**src/rtl/ps2_key_decoder_pkg.sv**
```systemverilog
// Shared constants for the PS/2 set-2 receiver: prefix/reply codes and decoder states.
package ps2_key_decoder_pkg;

    localparam logic [7:0] PFX_EXT     = 8'hE0;
    localparam logic [7:0] PFX_REL     = 8'hF0;
    localparam logic [7:0] PFX_PAUSE   = 8'hE1;
    localparam logic [7:0] CODE_BAT    = 8'hAA;
    localparam logic [7:0] CODE_ACK    = 8'hFA;
    localparam logic [7:0] CODE_ECHO   = 8'hEE;
    localparam logic [7:0] CODE_RESEND = 8'hFE;

    typedef logic [2:0] dec_state_t;

    localparam dec_state_t ST_IDLE   = 3'd0;
    localparam dec_state_t ST_EXT    = 3'd1;
    localparam dec_state_t ST_REL    = 3'd2;
    localparam dec_state_t ST_EXTREL = 3'd3;
    localparam dec_state_t ST_SKIP   = 3'd4;

    // Bytes a keyboard sends that are never key codes when seen outside a prefix.
    function automatic logic is_ignored(input logic [7:0] b);
        return (b == CODE_BAT) || (b == CODE_ACK) || (b == CODE_ECHO) ||
               (b == CODE_RESEND) || (b == 8'h00) || (b == 8'hFF);
    endfunction

endpackage

```
**src/rtl/ps2_key_decoder_if.sv**
```systemverilog
// Pin and event-word bundle between the PS/2 pins, the decoder and the keyboard block.
interface ps2_key_decoder_if;

    logic        ps2_clk_i;
    logic        ps2_data_i;
    logic [10:0] ps2_key;
    logic [7:0]  rx_byte;
    logic        rx_stb;
    logic        rx_err;

    modport master (
        output ps2_clk_i, ps2_data_i,
        input  ps2_key, rx_byte, rx_stb, rx_err
    );

    modport slave (
        input  ps2_clk_i, ps2_data_i,
        output ps2_key, rx_byte, rx_stb, rx_err
    );

endinterface

```
**src/rtl/ps2_key_decoder_rx_frame.sv**
```systemverilog
// PS/2 serial frame receiver: pin synchronisers, clock glitch filter, 11-bit framing,
// odd-parity check and inter-edge timeout.
module ps2_rx_frame #(
    parameter int CLK_HZ     = 28000000,
    parameter int TIMEOUT_US = 1000,
    parameter int FILTER_LEN = 8
) (
    input  logic       clk,
    input  logic       reset_n,
    input  logic       ps2_clk_i,
    input  logic       ps2_data_i,
    output logic [7:0] rx_byte,
    output logic       rx_stb,
    output logic       rx_err
);

    localparam int TMO_CYC = (CLK_HZ / 1000000) * TIMEOUT_US;
    localparam int TMO_W   = $clog2(TMO_CYC + 1);
    localparam int FLT_W   = $clog2(FILTER_LEN + 1);
    localparam logic [TMO_W-1:0] TMO_LOAD = TMO_W'(TMO_CYC);
    localparam logic [FLT_W-1:0] FLT_LAST = FLT_W'(FILTER_LEN - 1);

    logic [1:0]       clk_sync_q, clk_sync_d;
    logic [1:0]       data_sync_q, data_sync_d;
    logic             filt_clk_q, filt_clk_d;
    logic [FLT_W-1:0] filt_cnt_q, filt_cnt_d;
    logic [3:0]       bit_cnt_q, bit_cnt_d;
    logic [7:0]       shift_q, shift_d;
    logic             par_q, par_d;
    logic [TMO_W-1:0] tmo_q, tmo_d;
    logic [7:0]       rx_byte_q, rx_byte_d;
    logic             rx_stb_q, rx_stb_d;
    logic             rx_err_q, rx_err_d;
    logic             fall;
    logic             data_s;

    always_comb begin
        clk_sync_d  = {clk_sync_q[0], ps2_clk_i};
        data_sync_d = {data_sync_q[0], ps2_data_i};
        data_s      = data_sync_q[1];

        // Filtered clock flips only after FILTER_LEN consecutive disagreeing samples.
        filt_clk_d = filt_clk_q;
        filt_cnt_d = filt_cnt_q;
        fall       = 1'b0;
        if (clk_sync_q[1] == filt_clk_q) begin
            filt_cnt_d = '0;
        end else if (filt_cnt_q == FLT_LAST) begin
            filt_clk_d = clk_sync_q[1];
            filt_cnt_d = '0;
            fall       = filt_clk_q;
        end else begin
            filt_cnt_d = filt_cnt_q + 1'b1;
        end

        bit_cnt_d = bit_cnt_q;
        shift_d   = shift_q;
        par_d     = par_q;
        tmo_d     = tmo_q;
        rx_byte_d = rx_byte_q;
        rx_stb_d  = 1'b0;
        rx_err_d  = 1'b0;

        if (fall) begin
            tmo_d = TMO_LOAD;
            case (bit_cnt_q)
                4'd0: begin
                    if (!data_s) bit_cnt_d = 4'd1;
                end
                4'd9: begin
                    par_d     = data_s;
                    bit_cnt_d = 4'd10;
                end
                4'd10: begin
                    bit_cnt_d = 4'd0;
                    if (data_s && ((^shift_q) ^ par_q)) begin
                        rx_byte_d = shift_q;
                        rx_stb_d  = 1'b1;
                    end else begin
                        rx_err_d = 1'b1;
                    end
                end
                default: begin
                    shift_d   = {data_s, shift_q[7:1]};
                    bit_cnt_d = bit_cnt_q + 4'd1;
                end
            endcase
        end else if (bit_cnt_q != 4'd0) begin
            if (tmo_q == '0) begin
                rx_err_d  = 1'b1;
                bit_cnt_d = 4'd0;
            end else begin
                tmo_d = tmo_q - 1'b1;
            end
        end
    end

    always_ff @(posedge clk) begin
        if (!reset_n) begin
            clk_sync_q  <= 2'b11;
            data_sync_q <= 2'b11;
            filt_clk_q  <= 1'b1;
            filt_cnt_q  <= '0;
            bit_cnt_q   <= 4'd0;
            rx_byte_q   <= 8'h00;
            rx_stb_q    <= 1'b0;
            rx_err_q    <= 1'b0;
        end else begin
            clk_sync_q  <= clk_sync_d;
            data_sync_q <= data_sync_d;
            filt_clk_q  <= filt_clk_d;
            filt_cnt_q  <= filt_cnt_d;
            bit_cnt_q   <= bit_cnt_d;
            rx_byte_q   <= rx_byte_d;
            rx_stb_q    <= rx_stb_d;
            rx_err_q    <= rx_err_d;
        end
    end

    // Shift/parity/timeout contents are only meaningful while bit_cnt_q is nonzero.
    always_ff @(posedge clk) begin
        shift_q <= shift_d;
        par_q   <= par_d;
        tmo_q   <= tmo_d;
    end

    assign rx_byte = rx_byte_q;
    assign rx_stb  = rx_stb_q;
    assign rx_err  = rx_err_q;

endmodule

```
**src/rtl/ps2_key_decoder.sv**
```systemverilog
// PS/2 keyboard host receiver: frame receiver plus set-2 prefix decoder producing the
// toggle-strobe event word ps2_key.
module ps2_key_decoder
    import ps2_key_decoder_pkg::*;
#(
    parameter int CLK_HZ     = 28000000,
    parameter int TIMEOUT_US = 1000,
    parameter int FILTER_LEN = 8
) (
    input  logic              clk,
    input  logic              reset_n,
    ps2_key_decoder_if.slave  bus
);

    logic [7:0]  rx_byte;
    logic        rx_stb;
    logic        rx_err;
    dec_state_t  state_q, state_d;
    logic [2:0]  skip_q, skip_d;
    logic [10:0] key_q, key_d;

    ps2_rx_frame #(
        .CLK_HZ     (CLK_HZ),
        .TIMEOUT_US (TIMEOUT_US),
        .FILTER_LEN (FILTER_LEN)
    ) u_rx (
        .clk        (clk),
        .reset_n    (reset_n),
        .ps2_clk_i  (bus.ps2_clk_i),
        .ps2_data_i (bus.ps2_data_i),
        .rx_byte    (rx_byte),
        .rx_stb     (rx_stb),
        .rx_err     (rx_err)
    );

    function automatic logic [10:0] make_event(input logic tog, input logic press,
                                               input logic ext, input logic [7:0] b);
        return {tog, press, ext, b};
    endfunction

    always_comb begin
        state_d = state_q;
        skip_d  = skip_q;
        key_d   = key_q;
        // A receive error drops any pending prefix so a lost F0 never turns into a press.
        if (rx_err) begin
            state_d = ST_IDLE;
            skip_d  = 3'd0;
        end else if (rx_stb) begin
            case (state_q)
                ST_IDLE: begin
                    if (rx_byte == PFX_EXT) begin
                        state_d = ST_EXT;
                    end else if (rx_byte == PFX_REL) begin
                        state_d = ST_REL;
                    end else if (rx_byte == PFX_PAUSE) begin
                        state_d = ST_SKIP;
                        skip_d  = 3'd7;
                    end else if (!is_ignored(rx_byte)) begin
                        key_d = make_event(~key_q[10], 1'b1, 1'b0, rx_byte);
                    end
                end
                ST_EXT: begin
                    if (rx_byte == PFX_REL) begin
                        state_d = ST_EXTREL;
                    end else if (rx_byte != PFX_EXT) begin
                        key_d   = make_event(~key_q[10], 1'b1, 1'b1, rx_byte);
                        state_d = ST_IDLE;
                    end
                end
                ST_REL: begin
                    if (rx_byte == PFX_EXT) begin
                        state_d = ST_EXTREL;
                    end else begin
                        key_d   = make_event(~key_q[10], 1'b0, 1'b0, rx_byte);
                        state_d = ST_IDLE;
                    end
                end
                ST_EXTREL: begin
                    key_d   = make_event(~key_q[10], 1'b0, 1'b1, rx_byte);
                    state_d = ST_IDLE;
                end
                ST_SKIP: begin
                    skip_d = skip_q - 3'd1;
                    if (skip_q <= 3'd1) begin
                        skip_d  = 3'd0;
                        state_d = ST_IDLE;
                    end
                end
                default: state_d = ST_IDLE;
            endcase
        end
    end

    always_ff @(posedge clk) begin
        if (!reset_n) begin
            state_q <= ST_IDLE;
            skip_q  <= 3'd0;
            key_q   <= 11'd0;
        end else begin
            state_q <= state_d;
            skip_q  <= skip_d;
            key_q   <= key_d;
        end
    end

    assign bus.ps2_key = key_q;
    assign bus.rx_byte = rx_byte;
    assign bus.rx_stb  = rx_stb;
    assign bus.rx_err  = rx_err;

endmodule

```
**src/flat_wrapper.sv**
```systemverilog
// flat-port wrapper written by rule: the top's interface ports become plain ports
module ps2_key_decoder_flat import ps2_key_decoder_pkg::*;
#(
    parameter int CLK_HZ     = 28000000,
    parameter int TIMEOUT_US = 1000,
    parameter int FILTER_LEN = 8
)
  (clk, reset_n, bus_ps2_clk_i, bus_ps2_data_i, bus_ps2_key, bus_rx_byte, bus_rx_stb, bus_rx_err);
  ps2_key_decoder_if bus_i ();
  input  logic clk;
  input  logic reset_n;
  input wire logic [$bits(bus_i.ps2_clk_i)-1:0] bus_ps2_clk_i;
  input wire logic [$bits(bus_i.ps2_data_i)-1:0] bus_ps2_data_i;
  output wire logic [$bits(bus_i.ps2_key)-1:0] bus_ps2_key;
  output wire logic [$bits(bus_i.rx_byte)-1:0] bus_rx_byte;
  output wire logic [$bits(bus_i.rx_stb)-1:0] bus_rx_stb;
  output wire logic [$bits(bus_i.rx_err)-1:0] bus_rx_err;
  assign bus_i.ps2_clk_i = bus_ps2_clk_i;
  assign bus_i.ps2_data_i = bus_ps2_data_i;
  assign bus_ps2_key = bus_i.ps2_key;
  assign bus_rx_byte = bus_i.rx_byte;
  assign bus_rx_stb = bus_i.rx_stb;
  assign bus_rx_err = bus_i.rx_err;
  ps2_key_decoder #(.CLK_HZ(CLK_HZ), .TIMEOUT_US(TIMEOUT_US), .FILTER_LEN(FILTER_LEN)) u_core (.clk(clk), .reset_n(reset_n), .bus(bus_i));
endmodule
```
**config.mk**
```make
export PLATFORM = sky130hd
export DESIGN_NAME = ps2_key_decoder_flat
export DESIGN_NICKNAME = d
export VERILOG_FILES = /design/src/rtl/ps2_key_decoder_pkg.sv /design/src/rtl/ps2_key_decoder_if.sv /design/src/rtl/ps2_key_decoder_rx_frame.sv /design/src/rtl/ps2_key_decoder.sv /design/src/flat_wrapper.sv
export SDC_FILE = /design/constraint.sdc
export NUM_CORES = 1
export LEC_CHECK = 0
export BUFFER_PORTS_ARGS = -buffer_cell sky130_fd_sc_hd__buf_2
export CAP_MARGIN = 10
export CORE_AREA = 2 2 62 88
export CTS_BUF_LIST = sky130_fd_sc_hd__clkbuf_16
export DETAILED_ROUTE_END_ITERATION = 7
export DIE_AREA = 0 0 64 90
export PLACE_DENSITY = 0.8
export SLEW_MARGIN = 30
export SYNTH_ARGS = -nofsm -noshare
export SYNTH_HDL_FRONTEND = slang
export SYNTH_SLANG_ARGS = --single-unit
```
**constraint.sdc**
```tcl
create_clock -name clk -period 5.15 [get_ports clk]
set_input_delay 0.2575 -clock clk [delete_from_list [all_inputs] [get_ports clk]]
set_output_delay 0.2575 -clock clk [all_outputs]
set_load 0.01 [all_outputs]
```
# Yosys cells after proc, flatten, opt, wreduce, memory -nomap -nowiden
# Cells that the tools add are included.
word_totals:
  register_bits: 64
  input_bits: 4
  out_inout_bits: 21
  wordCells: 118
classes:
  n_addsub: 4
  n_lt_le_gt_ge: 1
  eq_ne: 29
  muxes: 34
  n_bitwise: 7
  n_reduce_logical: 29
op_table:
  columns: ["op", "n"]
  rows:
  - ["$mux W11", 7]
  - ["$eq A8 B8 Y1 const B", 8]
  - ["$pmux W11 S4", 1]
  - ["$mux W3", 10]
  - ["$mux W4", 4]
  - ["$logic_not A15 Y1", 1]
  - ["$sub A15 B1 Y15 const B", 1]
  - ["$ne A2 B2 Y1 const B", 6]
  - ["$pmux W3 S4", 1]
  - ["$pmux W4 S3", 1]
  - ["$reduce_and A10 Y1", 1]
  - ["$reduce_and A3 Y1", 3]
  - ["$add A4 B1 Y4 const B", 2]
  - ["$eq A4 B4 Y1 const B", 2]
  - ["$logic_not A8 Y1", 1]
  - ["$mux W1", 8]
  - ["$ne A8 B8 Y1 const B", 1]
  - ["$reduce_and A2 Y1", 4]
  - ["$reduce_bool A4 Y1", 2]
  - ["$reduce_xor A8 Y1", 1]
  - ["$eq A3 B2 Y1 const B", 2]
  - ["$ne A2 B1 Y1 const B", 3]
  - ["$not A1 Y1", 6]
  - ["$pmux W3 S2", 1]
  - ["other kinds (20)", 27]

# Longest topological paths before layout
# Gate-level depths: netlist (run 1).
depth:
  word_depth: 11
  mapped_depth: 7
  depth_no_buf: 7

# Cells and area by module
# From an unflattened synthesis (run 1), not the netlist that was laid out.
hier_totals:
  hier_cells: 333
  hier_area_um2: 3105.5
by_module_without_submodules:
  columns: ["mod", "n_inst", "cells_per_inst", "area_per_inst_um2", "seq_area_each_um2"]
  rows:
  - ["ps2_rx_frame", 1, 220, 2144.6, 1031.0]
  - ["ps2_key_decoder", 1, 113, 960.9, 340.3]

# Worst setup path after synthesis (run 1)
# No wires, ideal clock.
synth_path:
  path_kind: "register -> register"
  from: "register u_core.u_rx.filt_cnt_q[0]"
  to: "register u_core.u_rx.rx_byte_q[0], in the netlist u_core.u_rx.rx_byte[0]"
  setup_ns: 0.072
  arrival_time_ns: 2.056
  path_slack_ns: 3.022
  stages_incl_launch_ff: 7
  path_buffers: 0
  period_less_slack_ns: 2.128
  cell_sequence: "dfxtp_1 ha_1 nand3b_4 or3b_1 or4b_4 mux2i_4 mux2i_1"
synth_between:
  elab_chain_len: 4
synth_rtl:
  columns: ["element", "line", "text"]
  rows:
  - ["from (decl)", "ps2_key_decoder_rx_frame.sv:26", "logic [FLT_W-1:0] filt_cnt_q, filt_cnt_d;"]
  - ["from (signal assigned)", "ps2_key_decoder_rx_frame.sv:112", "filt_cnt_q <= filt_cnt_d;"]
  - ["$eq A4 B3 Y1", "ps2_key_decoder_rx_frame.sv:48", "end else if (filt_cnt_q == FLT_LAST) begin"]
  - ["$mux W1", "ps2_key_decoder_rx_frame.sv:48", null]
  - ["$mux W1", "ps2_key_decoder_rx_frame.sv:46", "if (clk_sync_q[1] == filt_clk_q) begin"]
  - ["$reduce_and A3 Y1 (no line)", null, null]
  - ["to (signal assigned)", "ps2_key_decoder_rx_frame.sv:114", "rx_byte_q <= rx_byte_d;"]
  - ["to (decl)", "ps2_key_decoder_rx_frame.sv:31", "logic [7:0] rx_byte_q, rx_byte_d;"]
# No other way between the ends.
# A chain may end at the register's enable or synchronous reset.

# Worst setup path in the final report (run 1)
layout_path:
  from: "register u_core.u_rx.filt_cnt_q[0]"
  to: "register u_core.u_rx.rx_byte_q[2], in the netlist u_core.u_rx.rx_byte[2]"
# Same word-level chain as after synthesis.

==> reports/summary.txt, run 1 <==
status: finished clean
Pleak: 1.53 nW
# port buffers: 24
Wirelength per Cell: 14.6 um
Post-synth ARST share: 0%
Starting Density: 62.2%
DR vias: 2462
Placed Instance Area: 3280 um^2
Final setup violation count: 0
GR Overflow Total: 0
total core area: 5000 um^2
Slew HR: 44.8%
Fin. Hold Viols: 0
layout cells sized above 1: 12.7%
Overall Power: 1.33 mW
Max Buffers Root-to-Sink: 2
Die Height: 90 um
worst min-delay path category: in2reg
antenna violations before repair: 0
vias in the first global route: 2472
Buf/Inv on CP: 0
final period utilization: 49.1%
Routed WL: 6280 um
Die ar.: 5760 um^2
post-synth top area share: 35.4%
Detailed Route Iter0 Violations: 165
fin nets: 370
gr usage total: 24.1%
leading cell type in the layout, fill and taps excluded: dfxtp_1
Slew @ Worst Pin: 0.826 ns
RePlAce Congestion: 0.746
layout overhead on the synthesized area: 15.3%
number of synthesized flops with an enable pin: 9
row cnt: 31
count of final max-slew check failures: 0
library cells used by synthesis: 55
CP endpoint kind: flop
Fillers: 378
drt via density: 5.74
Fmax: 395 MHz
number of hold buffers added after cts: 0
setup tns final: 0 ns
most frequent cells in the layout: dfxtp_1, nand2_1, nor2_1, mux2i_1, buf_2
RSZ-0062 raised after global routing: false
post-route cell area: 3590 um^2
CTS tree: done
Net Count, Synth: 346
CP Class: reg2reg
number of CTS-inserted buffers: 9
first-pass GRT wire length: 10900 um
crit-path cells: ha_1 -> nand3b_4 -> or3b_1 -> or4b_4 -> mux2i_4 -> mux2i_1
Crit-path slowest cell: or4b_4
critical path's top delay family: simple AND/OR/NAND/NOR gates
clock sink count: 64
# IOs: 25
Final HPWL DP: 4380 um
VDD IR-drop max: 0.230 mV
syn_area_per_cell: 9.32 um^2
Die X: 64 um
cell count after synthesis: 334
Critical Path RT: 5.39 ns
MaxCap Viol Count: 0
Clock Root Buffer: clkbuf_16
Clock Skew: 0.00440 ns
Cell Area, Synth: 3110 um^2
H-Tree Depth: 3
largest net degree at the start of global routing: 41
PostCTS Resize Cnt: 0
number of nets still failing antenna checks after routing: 0
#FFs+latches synth: 64
Worst-Skew Late Latency: 0.32 ns
Worst EP arrival: 2.77 ns
Final Core Density: 71.7%
largest stage delay on the critical path: 0.59 ns
hold_ws: 0.113 ns
PD cells: 371 nW/um^2
minimum clock period: 2.53 ns
DRT Pass-1 Iters: 5
Setup Fix Bufs, Post-CTS: 0
final antenna diode count: 0
Worst setup SP type: flop
cell accounting for the most synthesized area: dfxtp_1
sequential fraction of the synthesis area: 44.1%
Reg clk slew, reported paths: 0.05 ns
Critical Path Fanout Max: 11
drt drc: 0
synth warn: 0
Main synth FF type: dfxtp_1
Area contributors post-synth: dfxtp_1, edfxtp_1, mux2i_1, nand2_1, xor2_1
state kept, by name, indices dropped and copies added, names as in the netlist:
register	flops
u_core.u_rx.data_sync_q	2
u_core.u_rx.par_q	1
u_core.u_rx.rx_byte	8
u_core.u_rx.tmo_q	15
u_core.u_rx.clk_sync_q	2
u_core.state_q	3
u_core.bus.ps2_key	11
u_core.u_rx.rx_err	1
u_core.u_rx.filt_clk_q	1
u_core.skip_q	3
u_core.u_rx.bit_cnt_q	4
u_core.u_rx.filt_cnt_q	4
u_core.u_rx.shift_q	8
u_core.u_rx.rx_stb	1
report_power, final:
group | total [mW] | switching [mW] | internal, mW
logic | 0.128 | 0.0771 | 0.0513
registers | 0.573 | 0.0336 | 0.539
clock network | 0.630 | 0.211 | 0.419
total | 1.33 | 0.322 | 1.01
area by class of cell:
class                           instances  area (um^2)  share of cell area (%)
Inverter                               12         45.0                    1.26
Clock buffer                            9          225                    6.28
Multi-Input combinational cell        246         1650                    46.0
Tap cell                               66         82.6                    2.30
Sequential cell                        64         1370                    38.2
Clock inverter                          7         86.3                    2.41
Timing Repair Buffer                   25          128                    3.56
routing by layer:
layer  track usage [%]  up-vias  part of all wire [%]
li1                  -     1228                     -
met1              25.3     1166                    41
met3              6.13       17                   3.6
met4              13.2        0                   2.8
met2              42.7       51                    53
met5                 0        -                     0
worst paths after layout:
kind	startpoint	endpoint	slack [ns]	cells past startpoint
worst max-delay path	u_core.u_rx.filt_cnt_q[0]	u_core.u_rx.rx_byte[2]	2.62	6
worst min-delay path	bus_ps2_clk_i	u_core.u_rx.clk_sync_q[0]	0.11	2
worst max register to register	u_core.u_rx.filt_cnt_q[0]	u_core.u_rx.rx_byte[2]	2.62	6
worst min register to register	u_core.u_rx.clk_sync_q[0]	u_core.u_rx.clk_sync_q[1]	0.40	1
metrics by stage:
step                      std cells  setup WS (ns)
after floorplan                 334           3.02
after global placement          413           2.74
after detailed placement        413           2.66
after CTS                       429           2.61
after global routing            429           2.51
final                           429           2.62
logic make-up (layout without fill, tap and decap cells):
family | after synthesis | count (layout) | synth area share [%]
flip-flops | 64 | 64 | 44.1
XOR/XNOR | 22 | 22 | 6.63
AND/OR/NAND/NOR | 142 | 142 | 23.7
buffers and inverters | 24 | 53 | 2.94
adder cells (fa/ha/maj) | 8 | 8 | 3.22
multiplexers | 25 | 25 | 8.44
AO/OA/AOI/OAI | 49 | 49 | 11.0
Yosys cell counts, types with 2 or more instances:
cell type  count
o21ai_0        5
a21oi_1       15
nand3_1       11
nor2b_1        4
and2_1         2
nand4_1        4
nor4_1         5
or3b_1         2
nor3b_1        4
edfxtp_1       9
inv_1         12
or3_1          3
clkbuf_1      11
a31oi_1        2
nand2b_1       8
xor2_1        15
nor2_1        29
o2111ai_1      2
a211oi_1       2
nand2_1       46
ha_1           8
nor3_1         6
xnor2_1        6
and3_1         4
o211ai_1       6
or4_1          4
o21ai_1        4
dfxtp_1       55
mux2i_1       24
Note: power is estimated with default switching activity, not from simulation.
==> run 2: changes to the inputs <==
--- a/config.mk
+++ b/config.mk
@@ -5,13 +5,14 @@
 export SDC_FILE = /design/constraint.sdc
 export NUM_CORES = 1
 export LEC_CHECK = 0
+export ABC_AREA = 1
 export BUFFER_PORTS_ARGS = -buffer_cell sky130_fd_sc_hd__buf_2
 export CAP_MARGIN = 10
-export CORE_AREA = 2 2 62 88
+export CORE_AREA = 2 2 71 100
 export CTS_BUF_LIST = sky130_fd_sc_hd__clkbuf_16
 export DETAILED_ROUTE_END_ITERATION = 7
-export DIE_AREA = 0 0 64 90
-export PLACE_DENSITY = 0.8
+export DIE_AREA = 0 0 73 102
+export PLACE_DENSITY = 0.7
 export SLEW_MARGIN = 30
 export SYNTH_ARGS = -nofsm -noshare
 export SYNTH_HDL_FRONTEND = slang
==> constraint.sdc (replaced) <==
create_clock -name clk -period 2.2 [get_ports clk]
set_input_delay 0.11 -clock clk [delete_from_list [all_inputs] [get_ports clk]]
set_output_delay 0.11 -clock clk [all_outputs]
set_load 0.01 [all_outputs]
==> run 2 against run 1 <==
Against the previous run:
- utilization shrank 12 points
- clock skew grew 0.00052 ns
- register-to-register slack lost 2.3 ns
- clock power grew 130%
- critical path depth grew 4
- setup slack lost 2.3 ns
- largest cell class unchanged
- largest power group unchanged
- sequential share of layout area shrank 2.9 points
- synthesized area grew 9.9%
==> reports/summary.txt, run 2 <==
synth warn: 0 (unchanged)
drt via density: 5.10 (-11%)
simple-gate share of the synthesized area: 34.8% (+11 points)
switching part of the total: 21.2% (-3.0 points)
Slew @ Worst Pin: 0.528 ns (-0.297 ns)
clock sink count: 64 (unchanged)
# IOs: 25 (unchanged)
Reg clk slew, reported paths: 0.05 ns (about the same)
largest net degree at the start of global routing: 23 (-44%)
Clock Power Share: 51.0% (+3.7 points)
Most flops, register: u_core.u_rx.tmo_q
Die ar.: 7450 um^2 (+29%)
max FFs per register: 15 (unchanged)
row cnt: 35 (+13%)
commonest cells in the netlist: nand2_1, nor2_1, inv_1
Worst setup SP type: flop
first-pass GRT wire length: 11900 um (+9.7%)
most frequent cells in the layout: nand2_1, inv_1, nor2_1, dfxtp_1
vias in the first global route: 2819 (+14%)
Cell Area, Synth: 3420 um^2 (+9.9%)
Wirelength per Cell: 12.3 um (-16%)
multiplexer share of the synthesized area: 0% (-8.4 points)
Reg power frac: 44.5% (+1.5 points)
number of nets still failing antenna checks after routing: 0 (unchanged)
RePlAce Congestion: 0.915 (+23%)
cell count after synthesis: 468 (+40%)
count of final max-slew check failures: 0 (unchanged)
number of synthesized flops with an enable pin: 9 (unchanged)
library cells used by synthesis: 35 (-36%)
Fillers: 594 (+57%)
Pleak: 1.79 nW (+17%)
Main synth FF type: dfxtp_1
final period utilization: 84.1% (+35 points)
R2R cell count: 10 (+4)
cell accounting for the most synthesized area: dfxtp_1
internal power: 2.20 mW (+120%)
most frequent cell after synthesis: nand2_1
#FFs+latches synth: 64 (unchanged)
Net Count, Synth: 480 (+39%)
# port buffers: 24 (unchanged)
Final setup violation count: 0 (unchanged)
adder-cell share of the synthesized area: 2.93% (-0.29 points)
crit path to: u_core.u_rx.bit_cnt_q[2]
Die Height: 102 um (+13%)
Worst-Skew Late Latency: 0.32 ns (about the same)
number of CTS-inserted buffers: 9 (unchanged)
H-Tree Depth: 3 (unchanged)
CP endpoint kind: flop
Clock Skew: 0.00492 ns (+0.000522 ns)
Clock Root Buffer: clkbuf_16
VDD IR-drop max: 0.497 mV (+120%)
Fin. Hold Viols: 0 (unchanged)
DR vias: 2944 (+20%)
antenna violations before repair: 0 (unchanged)
Slew HR: 64.7% (+20 points)
main combinational cell family by area after synthesis: simple AND/OR/NAND/NOR gates
CP Class: reg2reg
reg2reg end: u_core.u_rx.bit_cnt_q[2]
R2R setup slack: 0.35 ns (-2.27 ns)
worst r2r src: u_core.u_rx.filt_cnt_q[0]
Comb power frac: 4.5% (-5.1 points)
post-route cell area: 3880 um^2 (+8.2%)
final antenna diode count: 0 (unchanged)
Fmax: 540 MHz (+37%)
XOR/XNOR Fraction of Synth Area: 2.31% (-4.3 points)
Critical Path RT: 2.41 ns (-2.98 ns)
Area contributors post-synth: dfxtp_1, nand2_1, edfxtp_1, nor2_1, inv_1
Final Core Density: 59.5% (-12 points)
post-synthesis compound-gate area fraction: 9.26% (-1.7 points)
fin nets: 510 (+38%)
drt drc: 0 (unchanged)
Setup WS post-layout: 0.350 ns (-2.27 ns)
layout overhead on the synthesized area: 13.6%
PostCTS Resize Cnt: 0 (unchanged)
DRT Pass-1 Iters: 5 (unchanged)
hold_ws: 0.200 ns (+0.0865 ns)
worst min-delay path category: in2reg
Worst EP arrival: 2.06 ns (-0.71 ns)
post-synth top area share: 32.2% (-3.2 points)
Detailed Route Iter0 Violations: 83 (-50%)
RSZ-0062 raised after global routing: false
PD cells: 720 nW/um^2 (+94%)
minimum clock period: 1.85 ns (-0.681 ns)
Final HPWL DP: 5340 um (+22%)
Die X: 73 um (+14%)
total core area: 6530 um^2 (+30%)
gr usage total: 20.7% (-3.4 points)
leading cell type in the layout, fill and taps excluded: nand2_1
Critical Path Fanout Max: 10 (-1)
setup tns final: 0 ns (unchanged)
Max Buffers Root-to-Sink: 2 (unchanged)
status: finished clean
CP startpoint: u_core.u_rx.filt_cnt_q[0]
Post-synth ARST share: 0% (unchanged)
MaxCap Viol Count: 0 (unchanged)
GR Overflow Total: 0 (unchanged)
layout cells sized above 1: 16.7% (+4.0 points)
Routed WL: 7120 um (+14%)
CTS tree: done
sequential fraction of the synthesis area: 40.1% (-4.0 points)
DP Worst Slack: 0.346 ns (-2.32 ns)
Placed Instance Area: 3550 um^2 (+8.5%)
Starting Density: 52.4% (-9.8 points)
Psw: 0.593 mW (+84%)
syn_area_per_cell: 7.30 um^2 (-22%)
==> run 2: cell count changes after synthesis, moves of 14 or more <==
cell     delta
o21ai_0    +14
nand2_1    +63
mux2i_1    -24
inv_1      +53
nand3_2    +15
nor2_1     +37
==> run 2: how the worst min path moves through the flow <==
stage	from	to	slack [ns]	cells after the start
floorplan	bus_ps2_clk_i	u_core.u_rx.clk_sync_q[0]	0.22	1
global placement	bus_ps2_clk_i	u_core.u_rx.clk_sync_q[0]	0.30	2
detailed placement	bus_ps2_clk_i	u_core.u_rx.clk_sync_q[0]	0.30	2
CTS	reset_n	u_core.bus.ps2_key[1]	0.18	3
global route	reset_n	u_core.u_rx.rx_byte[3]	0.22	3
finish	reset_n	u_core.bus.ps2_key[1]	0.20	3
==> run 2: timing repair <==
item / 4_1_cts / 5_1_grt
hold buffers: 2 / 0
hold endpoints to repair: 2 / 0
buffers inserted: 0 / 0
setup endpoints to repair: 0 / 0
==> run 2: layout make-up <==
cell class	instances	area, um^2	area share (%)
Multi-Input combinational cell	324	1690	43.4
Sequential cell	64	1370	35.3
Clock buffer	10	250	6.45
Clock inverter	6	57.6	1.48
Timing Repair Buffer	29	163	4.19
Tap cell	74	92.6	2.38
Inverter	70	263	6.77
==> run 2: critical path, stage by stage (launching register included) <==
cell and delay, ns:
dfxtp_1 0.35, ha_1 0.17, nand2_1 0.11, nor2_4 0.13
nand3_2 0.27, inv_2 0.25, nand2_1 0.07, nand2_1 0.09
inv_1 0.08, o21ai_0 0.16, nor2_1 0.07
==> run 2: cells by family after synthesis <==
group,Yosys count
buffers and inverters,80
DFF,64
AOI/OAI and AO/OA,55
and+or+nand+nor,252
xor gates and xnor gates,9
adders and majority gates,8
==> run 2: power groups by stage <==
stage	clock network, mW	logic [mW]	registers [mW]
final	1.43	0.125	1.24
after detailed placement	0	0.123	1.27
after global routing	1.50	0.145	1.25
after global placement	0	0.120	1.26
after CTS	1.46	0.127	1.24
after floorplan	0	0.104	1.26
==> run 2: per-stage QoR <==
stage | total power, mW | cells
6_report | 2.79 | 577
5_1_grt | 2.89 | 577
4_1_cts | 2.83 | 577
3_5_place_dp | 1.39 | 559
3_3_place_gp | 1.38 | 559
2_1_floorplan | 1.36 | 468
==> run 2: metal layers <==
layer / vias up / wire (um) / track usage (%)
met3: 10 / 134 / 4.83
met1: 1339 / 2890 / 20.1
met4: 0 / 103 / 8.55
met5: - / 0 / 0
met2: 41 / 3990 / 40.4
li1: 1554 / - / -
